`src/rtl/laa_exec_unit.sv`:
```
// LAA execution unit: 32 x DATA_W register file with single-cycle READ/WRITE
// and a multi-cycle MULTIPLY that writes a VEC_LEN dot product
// of reg[0..] and reg[16..] into a destination register.
module laa_exec_unit #(
    parameter int unsigned VEC_LEN = 8,
    parameter int unsigned DATA_W  = 32
) (
    input  logic              clk,
    input  logic              rst,
    input  logic [1:0]        opcode,
    input  logic [4:0]        addr,
    input  logic [DATA_W-1:0] datain,
    input  logic              cmd_valid,
    output logic              cmd_ready,
    output logic [DATA_W-1:0] dataout,
    output logic              dataout_valid,
    output logic              busy,
    output logic              done
);

    localparam int unsigned NREG  = 32;
    localparam int unsigned IDX_W = 4;
    localparam int unsigned AW    = 5;

    localparam logic [1:0] OP_NONE     = 2'd0;
    localparam logic [1:0] OP_READ     = 2'd1;
    localparam logic [1:0] OP_WRITE    = 2'd2;
    localparam logic [1:0] OP_MULTIPLY = 2'd3;

    localparam logic [IDX_W-1:0] IDX_LAST = IDX_W'(VEC_LEN - 1);

    // Reject vector lengths that the 4-bit element index cannot address
    if (VEC_LEN < 1 || VEC_LEN > 16) begin : g_bad_vec_len
        $fatal(1, "laa_exec_unit: VEC_LEN must be in 1..16");
    end

    typedef enum logic [1:0] {
        ST_IDLE = 2'd0,
        ST_MAC  = 2'd1,
        ST_WB   = 2'd2
    } state_t;

    state_t            state_q, state_d;
    logic [IDX_W-1:0]  idx_q, idx_d;
    logic [DATA_W-1:0] acc_q, acc_d;
    logic [AW-1:0]     dst_q, dst_d;
    logic [DATA_W-1:0] regs_q [NREG];
    logic [DATA_W-1:0] regs_d [NREG];
    logic [DATA_W-1:0] dataout_q, dataout_d;
    logic              dataout_valid_q, dataout_valid_d;
    logic              done_q, done_d;
    logic              cmd_ready_q, cmd_ready_d;
    logic              busy_q, busy_d;
    logic              accept_c;

    assign accept_c = cmd_valid && cmd_ready_q && (opcode != OP_NONE);

    // Next-state: command decode in IDLE, MAC accumulation, WB of the result
    always_comb begin
        state_d         = state_q;
        idx_d           = idx_q;
        acc_d           = acc_q;
        dst_d           = dst_q;
        regs_d          = regs_q;
        dataout_d       = dataout_q;
        dataout_valid_d = 1'b0;
        done_d          = 1'b0;

        case (state_q)
            ST_IDLE: begin
                if (accept_c) begin
                    case (opcode)
                        OP_READ: begin
                            dataout_d       = regs_q[addr];
                            dataout_valid_d = 1'b1;
                        end
                        OP_WRITE: begin
                            regs_d[addr] = datain;
                        end
                        OP_MULTIPLY: begin
                            dst_d   = addr;
                            acc_d   = '0;
                            idx_d   = '0;
                            state_d = ST_MAC;
                        end
                        default: ;
                    endcase
                end
            end
            ST_MAC: begin
                // Product truncates to DATA_W; accumulator wraps modulo 2^DATA_W
                acc_d = acc_q + (regs_q[{1'b0, idx_q}] * regs_q[{1'b1, idx_q}]);
                idx_d = IDX_W'(idx_q + 1'b1);
                if (idx_q == IDX_LAST) begin
                    state_d = ST_WB;
                end
            end
            ST_WB: begin
                // All operands were consumed in MAC, so dst overlap is harmless
                regs_d[dst_q] = acc_q;
                done_d        = 1'b1;
                state_d       = ST_IDLE;
            end
            default: begin
                state_d = ST_IDLE;
            end
        endcase

        cmd_ready_d = (state_d == ST_IDLE);
        busy_d      = (state_d != ST_IDLE);
    end

    // State, register file and registered outputs
    always_ff @(posedge clk or posedge rst) begin
        if (rst) begin
            state_q         <= ST_IDLE;
            idx_q           <= '0;
            acc_q           <= '0;
            dst_q           <= '0;
            dataout_q       <= '0;
            dataout_valid_q <= 1'b0;
            done_q          <= 1'b0;
            cmd_ready_q     <= 1'b1;
            busy_q          <= 1'b0;
            for (int i = 0; i < NREG; i++) begin
                regs_q[i] <= '0;
            end
        end else begin
            state_q         <= state_d;
            idx_q           <= idx_d;
            acc_q           <= acc_d;
            dst_q           <= dst_d;
            dataout_q       <= dataout_d;
            dataout_valid_q <= dataout_valid_d;
            done_q          <= done_d;
            cmd_ready_q     <= cmd_ready_d;
            busy_q          <= busy_d;
            for (int i = 0; i < NREG; i++) begin
                regs_q[i] <= regs_d[i];
            end
        end
    end

    assign cmd_ready     = cmd_ready_q;
    assign busy          = busy_q;
    assign dataout       = dataout_q;
    assign dataout_valid = dataout_valid_q;
    assign done          = done_q;

endmodule

```
`config.mk`:
```
export PLATFORM = sky130hd
export DESIGN_NAME = laa_exec_unit
export DESIGN_NICKNAME = d
export VERILOG_FILES = /design/src/rtl/laa_exec_unit.sv
export SDC_FILE = /design/constraint.sdc
export NUM_CORES = 2
export LEC_CHECK = 0
export ABC_AREA = 1
export BUFFER_PORTS_ARGS = -buffer_cell sky130_fd_sc_hd__buf_2
export CAP_MARGIN = 15
export CORE_ASPECT_RATIO = 1.4
export CORE_UTILIZATION = 57
export DETAILED_ROUTE_END_ITERATION = 10
export PLACE_DENSITY = 0.71
export SYNTH_ARGS = -nofsm -noshare
export SYNTH_HDL_FRONTEND = slang
export SYNTH_SLANG_ARGS = --single-unit
```
`constraint.sdc`:
```
create_clock -name clk -period 100.6 [get_ports clk]
set_input_delay 25.15 -clock clk [delete_from_list [all_inputs] [get_ports clk]]
set_output_delay 25.15 -clock clk [all_outputs]
set_load 0.1 [all_outputs]
```
* Yosys cells after proc, flatten, opt, wreduce, memory -nomap -nowiden
Index checks and enable logic that the tools add are counted.
Word-level totals: output and inout bits 36, input port bits 42, bits in read-only memories 0, RAM bits 0, memories kept 0, logic and storage cells 109, bits in registers 1103, latch bits 0
Operators by class: mux-type cells 32, magnitude comparators 6, div/mod/pow operators 0, reductions and logical operators 14, $mul 1, shifts and indexed selects 0, $add $sub $neg 2, eq/ne operators 9, bitwise logic cells 4
Operator list (count):
- $bwmux 1024 | 2
- $mux 1024 | 2
- $pmux 1024 s2 | 1
- $bmux 32 s5 | 3
- $demux 32 s5 | 2
- $mux 32 | 10
- $pmux 32 s2 | 1
- $add 32x32->32 | 1
- $mul 32x32->32 | 1
- $ge 6x6->1 const B | 4
- $not 5->6 | 3
- $lt 6x1->1 const B | 2
- $reduce_and 3->1 | 4
- $mux 4 | 2
- $pmux 4 s2 | 1
- $reduce_bool 2->1 | 4
- $eq 2x2->1 const B | 3
- $mux 2 | 3
- $not 4->6 | 1
- $add 4x1->4 const B | 1
- $eq 2x1->1 const B | 2
- $eq 4x3->1 const B | 1
- $logic_and 1x1->1 | 4
- $logic_not 2->1 | 2
- 4 further kinds | 8

* Logic depth before layout (Yosys ltp)
depth after elaboration 9, depth in mapped cells 45, depth with buffers taken out 40

* Least setup slack after synthesis
No wires, ideal clock.
path type input to register, from input port addr[1], to register dataout_q[26] (netlist: dataout[26]), stages on the path 11, required time 100476 ps, arrival 26820 ps, path buffers 3, slack 73655 ps, setup time 124 ps, path through inv_1 > nor2_2 > inv_1 > clkbuf_1 > clkbuf_1 > clkbuf_1 > o22ai_1 > o21ai_0 > nand3_1 > o32ai_1 > inv_1
On the way: longest elaborated chain between the ends 4
Ends and longest elaborated chain:
- start: declaration | line 11 | input logic [4:0] addr,
- $not 5->6 (not written as such) | line 74 | dataout_d = regs_q[addr];
- $bmux 32 s5 | line 74
- $mux 32 (not written as such) (2 in a row) | line 74
- end signal: assignment | line 133 | dataout_q <= dataout_d;
- end: declaration | line 49 | logic [DATA_W-1:0] dataout_q, dataout_d;
No other way between the ends. The select of a mux whose other input is x is not followed. A chain may end at the register's enable or synchronous reset.

==> reports/results.ini <==
[outcome]
status=finished clean

[floorplan]
io_pins=78
dieArea_mm2=0.149
die_h_um=457
core_mm2=0.146
die_x_um=327
initial_core_util=0.576
num_rows=166

[sta]
hold_viol=0
tightest_slew_ps=1330
slew_headroom=0.105
finalSetupViolCount=0
max_freq_mhz=34.0
skew_ps=14.6
timing.final.ws_setup_ps=71210
rsz0062_at_grt=no
fin_crit_sh=0.292
tns_ps=0
layout_min_cycle_time_ps=29390
final_max_slew_viol_count=0

[setup_path]
cp-startpoint=rst
cp.required_ps=101350
reg2regPathDepth=34
critPathArrivalTime_ps=30140
cpMostUsedCell=buf_4
slowest_stage=buf_4
cp_max_fo=121
critPathLaunchType=primary input
r2r-start=idx_q[1]
crit_end=regs_q[709]
worstSetupEndpointType=asynchronous set/reset pin
regToRegSetupSlack_ps=89200
worst_r2r_endpoint=acc_q[25]
critical-path-max-stage-delay_ps=900
criticalPathCategory=in -> async
worst-path-buf-inv=7
path_cells=buf_2, inv_8, buf_4, buf_4, buf_4, buf_4, buf_4
path_delay_family=buffers and inverters
worst-path-stages=7

[finish]
syn_to_final_growth_pct=5.22
fillers=13500
drive_gt1_frac=0.0616
fin_nets=11600

[logic_synthesis]
synth_ff_type=dfrtp_1
async_flop_share=1.00
synth_fp_nets=12200
yosys_warnings=0
seq_area_frac_synth=0.327
synth_cells=11600
syn_area_per_cell_um2=7.25
synth.distinct_cells=54
synth_seq_cells=1103
synth_edf_count=0
syn_area_mm2=0.0843

[clocking]
clkTransAtPathRegs_ps=70
post_cts_resized=0
h-tree-depth=3
insertion_delay_ps=780
cts_tree=yes
root_buffer=clkbuf_16
cts_made_buffers=108
clkSinkCount=1103
cts.path.max_buffers=3
post-cts-setup-buffers=0
cts-hold-fix-buffers=0

[global_routing]
antenna_found_initial=18
overflow=0
grt_pass1_vias=85600
grt_pass1_wl_mm=540
grt_max_degree=169
grt_usage=0.484

[routing]
antenna_left=0
first_pass_iters=10
drt_wl_total_mm=369
viasPerCell=6.80
vias=88800
drtIter0Drc=14700
drc=0
wl_per_cell_um=28.2

[run]
cap_violations=0

[min_path]
whs_path_depth=2
hold_class=reg -> reg

[placement]
gp_congestion=1.02
port_buffers=77
dp_hpwl_mm=231
place_ws_ps=70290

-- layer usage --
| metal | GRT usage | wire (um) | vias to the layer above |
|---|---|---|---|
| met5 | 0 | 87 | - |
| met4 | 0.365 | 33900 | 14 |
| met3 | 0.182 | 59700 | 2178 |
| met2 | 0.711 | 154000 | 7694 |
| met1 | 0.574 | 120000 | 42000 |
| li1 | - | - | 37000 |
-- worst min-delay path, stage by stage (launching register included) --
cell,delay (ps)
dfrtp_1,370
nand2_1,60
o21ai_0,60
-- sequential cells by signal, summed over array words and instances (netlist names) --
| signal | cells |
|---|---|
| dataout_valid | 1 |
| dataout | 32 |
| state_q | 2 |
| cmd_ready | 1 |
| done | 1 |
| busy | 1 |
| acc_q | 32 |
| regs_q | 1024 |
| dst_q | 5 |
| idx_q | 4 |
-- worst min-delay path by stage --
stage / startpoint / to / slack, ps
after floorplan: regs_q[1001] / regs_q[1001] / 470
after global placement: regs_q[109] / regs_q[109] / 490
after detailed placement: dataout[17] / dataout[17] / 490
after CTS: dataout[17] / dataout[17] / 510
after global routing: dataout[17] / dataout[17] / 540
final: regs_q[1005] / regs_q[1005] / 520
-- cell type report --
class / instances / area (um2) / share of cell area
multi-input cells: 7468 / 45100 / 0.508
flip-flops and latches: 1103 / 27600 / 0.311
inverters: 2060 / 7780 / 0.0878
clock buffers: 157 / 3160 / 0.0356
well taps: 1932 / 2420 / 0.0273
repair buffers: 294 / 2290 / 0.0258
clock inverters: 44 / 350 / 0.00395
diodes: 8 / 20.0 / 0.000226
-- placed cells by master (no fill, tap or decap), types with 25 or more instances in the layout --
master / count
nand2_1: 2372
a21oi_1: 631
a221oi_1: 75
ha_1: 125
o2111ai_1: 31
mux2_2: 64
dfrtp_1: 1098
clkinv_2: 33
clkbuf_8: 25
nand3_1: 487
nand4_1: 28
inv_2: 56
clkinv_1: 29
o22ai_1: 1318
o21ai_1: 50
clkbuf_16: 109
inv_1: 1967
buf_2: 77
o21ai_0: 989
buf_4: 201
fa_1: 438
nor2_1: 490
o211ai_1: 145
a22oi_1: 39
-- stage by stage --
step	cells	cell area [um2]	hold WS (ps)	util
final	13100	88700	515	0.606
after global routing	13100	88700	539	0.606
after global placement	12800	84800	486	0.579
after detailed placement	12800	84800	492	0.579
after CTS	13000	88400	509	0.603
after floorplan	11600	84300	469	-
-- synthesized netlist by cell type, types with 42 or more instances --
cell type  count  share of area
o211ai_1     145          0.013
inv_2         42         0.0019
buf_1         97         0.0043
o22ai_1     1318          0.098
nor2_1       498          0.022
inv_1       1986          0.088
o21ai_0      989          0.059
buf_2        134         0.0080
fa_1         438           0.10
nand3_1      498          0.030
a21oi_1      640          0.038
a221oi_1      75         0.0078
o21ai_1       53         0.0031
nand2_1     2377           0.11
dfrtp_1     1102           0.33
mux2_2        64         0.0085
ha_1         125          0.019
clkbuf_1     694          0.031
-- logic make-up (layout without fill, tap and decap cells) --
| group | after synthesis | count (layout) | synth area share |
|---|---|---|---|
| multiplexers | 67 | 67 | 0.00895 |
| XOR/XNOR | 21 | 21 | 0.00218 |
| adder cells (fa/ha/maj) | 563 | 563 | 0.123 |
| buffers and inverters | 3048 | 2555 | 0.142 |
| other | 0 | 8 | 0 |
| flip-flops | 1103 | 1103 | 0.327 |
| AO/OA/AOI/OAI | 3359 | 3359 | 0.232 |
| AND/OR/NAND/NOR | 3458 | 3458 | 0.164 |
Power is left out: the tool's default activity adds up to more than one toggle a clock period on the data nets, which glitch-free logic cannot reach.
